<file path="src/rtl/div32_arbiter_pkg.sv">
// Shared definitions for the divider arbiter: FSM state encoding and the
// number of count-enabled cycles the iterative divider needs to finish.
package div32_arbiter_pkg;

  typedef enum logic [1:0] {
    ST_IDLE  = 2'd0,
    ST_CLEAR = 2'd1,
    ST_RUN   = 2'd2,
    ST_DONE  = 2'd3
  } state_t;

  localparam int DIV_CYCLES = 34;

endpackage

</file>
<file path="src/rtl/div32_arbiter_rr_arb2.sv">
// Two-way round-robin arbiter: a lone request wins outright, and when both
// requesters ask at once the one that was not served last is granted.
module rr_arb2 (
  input  logic [1:0] req,
  input  logic       last,
  output logic [1:0] gnt
);

  assign gnt[0] = req[0] & (~req[1] | last);
  assign gnt[1] = req[1] & (~req[0] | ~last);

endmodule

</file>
<file path="src/rtl/div32_arbiter.sv">
// Shares one iterative 32-bit signed divider between two requesters: grants
// round-robin, latches operands, runs the divider and returns the quotient.
module div32_arbiter
  import div32_arbiter_pkg::*;
#(
  parameter int DW  = 32,
  parameter int TMO = 48
) (
  input  logic          clk,
  input  logic          ctrl,
  input  logic [1:0]    req,
  input  logic [DW-1:0] dvnd0,
  input  logic [DW-1:0] dvsr0,
  input  logic [DW-1:0] dvnd1,
  input  logic [DW-1:0] dvsr1,
  output logic [1:0]    ack,
  output logic [1:0]    done,
  output logic [DW-1:0] result,
  output logic          err,
  output logic          busy,
  output logic          div_ctrl,
  output logic          div_on,
  output logic [DW-1:0] div_dvnd,
  output logic [DW-1:0] div_dvsr,
  input  logic [DW-1:0] div_res,
  input  logic          div_e,
  input  logic          div_rdy
);

  localparam int              WDW     = $clog2(TMO);
  localparam logic [WDW-1:0]  WD_LAST = WDW'(TMO - 1);

  state_t          state;
  state_t          state_nxt;
  logic [1:0]      gnt;
  logic            owner;
  logic            last;
  logic [WDW-1:0]  wdog;
  logic [DW-1:0]   sel_dvnd;
  logic [DW-1:0]   sel_dvsr;
  logic            sel_zero;

  rr_arb2 u_arb (
    .req  (req),
    .last (last),
    .gnt  (gnt)
  );

  assign sel_dvnd = gnt[1] ? dvnd1 : dvnd0;
  assign sel_dvsr = gnt[1] ? dvsr1 : dvsr0;
  assign sel_zero = (sel_dvsr == '0);

  // The divider is held cleared for the whole reset as well as in CLEAR.
  assign busy     = (state != ST_IDLE);
  assign div_ctrl = ctrl | (state == ST_CLEAR);
  assign div_on   = (state == ST_RUN);

  always_ff @(posedge clk or posedge ctrl) begin
    if (ctrl) begin
      state <= ST_IDLE;
    end else begin
      state <= state_nxt;
    end
  end

  always_comb begin
    state_nxt = state;
    case (state)
      ST_IDLE: begin
        if (gnt != 2'b00) begin
          state_nxt = sel_zero ? ST_DONE : ST_CLEAR;
        end
      end
      ST_CLEAR: state_nxt = ST_RUN;
      ST_RUN: begin
        if (div_rdy || (wdog == WD_LAST)) begin
          state_nxt = ST_DONE;
        end
      end
      ST_DONE: state_nxt = ST_IDLE;
      default: state_nxt = ST_IDLE;
    endcase
  end

  // Operands are latched only at grant, so they stay stable through CLEAR/RUN
  // even if the requester drops or changes its inputs after ack.
  always_ff @(posedge clk or posedge ctrl) begin
    if (ctrl) begin
      ack      <= '0;
      done     <= '0;
      result   <= '0;
      err      <= 1'b0;
      div_dvnd <= '0;
      div_dvsr <= '0;
      owner    <= 1'b0;
      last     <= 1'b1;
      wdog     <= '0;
    end else begin
      ack  <= '0;
      done <= '0;
      case (state)
        ST_IDLE: begin
          if (gnt != 2'b00) begin
            ack      <= gnt;
            div_dvnd <= sel_dvnd;
            div_dvsr <= sel_dvsr;
            owner    <= gnt[1];
            last     <= gnt[1];
            if (sel_zero) begin
              result <= '0;
              err    <= 1'b1;
            end
          end
        end
        ST_CLEAR: wdog <= '0;
        ST_RUN: begin
          wdog <= wdog + 1'b1;
          if (div_rdy) begin
            result <= div_res;
            err    <= div_e;
          end else if (wdog == WD_LAST) begin
            result <= '0;
            err    <= 1'b1;
          end
        end
        ST_DONE: done <= owner ? 2'b10 : 2'b01;
        default: ;
      endcase
    end
  end

endmodule
</file>
<file path="config.mk">
export PLATFORM = sky130hd
export DESIGN_NAME = div32_arbiter
export DESIGN_NICKNAME = d
export VERILOG_FILES = /design/src/rtl/div32_arbiter_pkg.sv /design/src/rtl/div32_arbiter_rr_arb2.sv /design/src/rtl/div32_arbiter.sv
export SDC_FILE = /design/constraint.sdc
export NUM_CORES = 1
export LEC_CHECK = 0
export ABC_CLOCK_PERIOD_IN_PS = 5000
export BUFFER_PORTS_ARGS = -buffer_cell sky130_fd_sc_hd__buf_2
export CAP_MARGIN = 10
export CELL_PAD_IN_SITES_DETAIL_PLACEMENT = 1
export CELL_PAD_IN_SITES_GLOBAL_PLACEMENT = 1
export CORE_UTILIZATION = 35
export DETAILED_ROUTE_END_ITERATION = 12
export PLACE_DENSITY = 0.9
export SLEW_MARGIN = 10
export SYNTH_ARGS = -nofsm -noshare
export SYNTH_HDL_FRONTEND = slang
export SYNTH_SLANG_ARGS = --single-unit
</file>
<file path="constraint.sdc">
create_clock -name clk -period 5 [get_ports clk]
set_clock_uncertainty 0.15 [all_clocks]
set_input_delay 0.5 -clock clk [delete_from_list [all_inputs] [get_ports clk]]
set_output_delay 0.5 -clock clk [all_outputs]
set_load 0.05 [all_outputs]
</file>
==> flow_metrics.env <==
export IMPL_status="finished, final reports clean"
export IMPL_synth_seq_area_share_pct=55.7
export IMPL_firstDrtPassIters=4
export IMPL_cp_arrival_ns=2.69
export IMPL_worstReg2RegEnd="result[23]$_DFFE_PP0P_"
export IMPL_cap_viol_max_count=0
export IMPL_synth_top_family_by_area="compound AO/OA/AOI/OAI gates"
export IMPL_postCtsSetupBuffers=0
export IMPL_synth_xor_area_share_pct=0.176
export IMPL_setup_violations=0
export IMPL_clock_latency_ns=0.35
export IMPL_tns_ns=0
export IMPL_irDropWorstVdd_mv=0.361
export IMPL_ys_seq_elements=111
export IMPL_cts_made_buffers=9
export IMPL_diodes=0
export IMPL_cts_resized=0
export IMPL_grt_ovfl_total=0
export IMPL_drv_slew=0
export IMPL_muxShareOfSynthArea_pct=13.0
export IMPL_path_class="flip-flop to flip-flop"
export IMPL_ctsHoldBuffers=0
export IMPL_core_area_um2=13900
export IMPL_totalWireLength_um=15200
export IMPL_yosys_area_share_adder_pct=1.50
export IMPL_worst_hold_path_type="input port to asynchronous set/reset pin"
export IMPL_critPathCaptureType="flip-flop"
export IMPL_slew_limit_headroom_pct=45.9
export IMPL_synthDistinctLibCells=39
export IMPL_required_ns=5.09
export IMPL_wl_met3_um=1120
export IMPL_gp_congestion=0.858
export IMPL_via_per_inst=5.05
export IMPL_crit_top_cell="inv_1"
export IMPL_p_per_area_nw_per_um2=736
export IMPL_grt_antenna_before_repair=0
export IMPL_postSynthCellCount=451
export IMPL_vias=4499
export IMPL_dr_wl_met2_um=7780
export IMPL_rsz0062_at_grt="false"
export IMPL_synth_top_area_share_pct=55.2
export IMPL_cts_tree="done"
export IMPL_rr_startpoint="state[1]$_DFFE_PP0P_"
export IMPL_area_growth_pct=36.1
export IMPL_syn_nets=623
export IMPL_path_clk_slew_ns=0.07
export IMPL_grt_max_degree=105
export IMPL_reg2regPathDepth=7
export IMPL_grt_pass1_vias=4733
export IMPL_clock_fmax_mhz=384
export IMPL_startpoint_type="flip-flop"
export IMPL_synth_compound_area_share_pct=14.7
export IMPL_clock_sinks=111
export IMPL_hold_violations=0
export IMPL_num_nets_final=878
export IMPL_fill_cells=1647
export IMPL_initial_core_util_pct=35.9
export IMPL_first_iter_violations=129
export IMPL_final_antenna_net_count=0
export IMPL_htree_levels=3
export IMPL_leakage_uw=0.00363
export IMPL_cp_slowest_stage_delay_ns=0.72
export IMPL_wl_met1_um=5800
export IMPL_r2r_slack_ns=2.39
export IMPL_synth_top_area_cell="dfrtp_1"
export IMPL_yosys_warnings=0
export IMPL_tightest_slew_ns=0.811
export IMPL_layout_drive_gt1_share_pct=42.9
export IMPL_post_route_period_util_pct=52.1
export IMPL_highest_layer="met4"
export IMPL_finalCriticalPeriod_ns=2.61
export IMPL_synthTopCellsByArea="dfrtp_1 (55%), mux2i_1 (13%), o21ai_0 (7.3%), nand2_1 (5.2%), a22o_1 (4.9%)"
export IMPL_avgRoutedWirePerCell_um=17.0
export IMPL_grt_total_usage_pct=21.3
export IMPL_die_w_um=121
export IMPL_design_area_um2=6790
export IMPL_drc=0
export IMPL_path_cells="inv_1 > ha_1 > inv_1 > nor3_1 > a21oi_1 > or4b_4 > a22o_2"
export IMPL_ios=270
export IMPL_clockBufferDepth=2
export IMPL_avgSynthCellArea_um2=11.1
export IMPL_grt_pass1_wl_um=24100
export IMPL_root_buffer="clkbuf_16"
export IMPL_placed_area_um2=6470
export IMPL_synth_simple_gate_area_share_pct=10.8
export IMPL_slowest_stage="or4b_4"
export IMPL_io_buffers=269
export IMPL_row_count=43
export IMPL_die_h_um=121
export IMPL_die_area_um2=14700
export IMPL_critPathMaxFanout=33
export IMPL_netlist_area_um2=4990
export IMPL_hpwl_um=11900
cell families after synthesis:
kind of cell	count (synthesis)
muxes	65
xor gates and xnor gates	1
and+or+nand+nor	109
AOI/OAI and AO/OA	118
adders and majority gates	6
buffers and inverters	41
DFF	111
layout make-up:
type,count,area [um^2],area share [%]
repair buffers,274,1400,20.6
clock inverters,6,75.1,1.11
inverters,11,43.8,0.645
well taps,180,225,3.32
flip-flops and latches,111,2780,40.9
multi-input cells,299,2030,29.9
clock buffers,10,239,3.52
cells in the mapped netlist:
cell      instances
dfrtp_1         110
and4b_1           1
or3_1             1
o311a_2           1
a22o_1           28
ha_1              6
buf_2             7
and2_1            1
xor2_1            1
inv_1            11
a22o_2            3
o22ai_1           1
and4_1            2
a21oi_1           6
dfstp_2           1
mux2i_1          65
buf_6             1
nor3_1            2
o21a_1            1
nor2_1            4
nor4_2            4
nand2_1          69
a32o_1            1
or4b_4            1
nand3b_1          1
or2_2             1
nand4_1           3
nor2b_1           2
and3_1            1
clkbuf_1         19
nor4b_1           1
o21ai_0          73
a22oi_1           1
a31oi_1           1
nor4_1           12
a21boi_1          1
a21o_1            1
buf_8             3
nand3_1           3
stage by stage:
step           setup slack, ns  hold WS (ns)  total power [uW]  cells  utilization (%)
6_report                  2.39         0.193              5000    891             48.9
5_1_grt                   2.23         0.210              5300    891             48.9
4_1_cts                   2.37         0.214              5050    891             48.9
3_5_place_dp              2.14         0.313              4280    875             46.6
3_3_place_gp              2.25         0.293              4160    875             46.6
2_1_floorplan             1.42         0.266              3600    451                -
flip-flops by register name, indices dropped and copies added (netlist names):
| register | count |
|---|---|
| err | 1 |
| div_dvnd | 32 |
| result | 32 |
| state | 2 |
| last | 1 |
| wdog | 6 |
| owner | 1 |
| div_dvsr | 32 |
| done | 2 |
| ack | 2 |
how the worst max path moves through the flow:
stage	start	to	slack, ns	cells after the start
final	state[1]$_DFFE_PP0P_	result[23]$_DFFE_PP0P_	2.39	7
after global routing	state[0]$_DFFE_PP0P_	result[23]$_DFFE_PP0P_	2.23	7
after CTS	state[0]$_DFFE_PP0P_	result[23]$_DFFE_PP0P_	2.37	7
after detailed placement	req[1]	result[17]$_DFFE_PP0P_	2.14	7
after global placement	req[1]	result[22]$_DFFE_PP0P_	2.25	7
after floorplan	ctrl	ack[0]$_DFF_PP0_	1.42	1
power breakdown:
part	switching (uW)	total, uW	internal (uW)
Combinational	2080	2740	656
Sequential	217	1500	1280
Clock	348	759	411
layer usage:
metal	up-vias	global-route usage (%)
met5	-	0
met3	34	5.22
met4	0	9.88
met1	2147	23.3
met2	194	38.4
li1	2124	-
cells in the final DEF, fill, tap and decap left out, drive strengths merged:
master | netlist | routed
or3 | 1 | 1
nor4b | 1 | 1
a22o | 31 | 31
and4b | 1 | 1
a31oi | 1 | 1
clkinvlp | 0 | 1
and4 | 2 | 2
nor3 | 2 | 2
inv | 11 | 14
nor4 | 16 | 16
a21boi | 1 | 1
ha | 6 | 6
dfrtp | 110 | 110
and2 | 1 | 1
nand4 | 3 | 3
nand3b | 1 | 1
bufinv | 0 | 1
o311a | 1 | 1
nand3 | 3 | 3
or4b | 1 | 1
mux2i | 65 | 65
buf | 11 | 274
clkbuf | 19 | 10
o21ai | 73 | 73
clkinv | 0 | 1
and3 | 1 | 1
a21o | 1 | 1
xor2 | 1 | 1
dfstp | 1 | 1
o22ai | 1 | 1
a21oi | 6 | 6
or2 | 1 | 1
nor2 | 4 | 4
a22oi | 1 | 1
o21a | 1 | 1
a32o | 1 | 1
nor2b | 2 | 2
nand2 | 69 | 69
worst max-delay path, delay by kind of cell (launching register included):
family / cells / cell delay, ns
DFF: 1 / 0.39
AOI/OAI and AO/OA: 2 / 0.59
and+or+nand+nor: 2 / 0.81
adders and majority gates: 1 / 0.27
buffers and inverters: 2 / 0.28
Note: power is estimated with default switching activity, not from simulation.
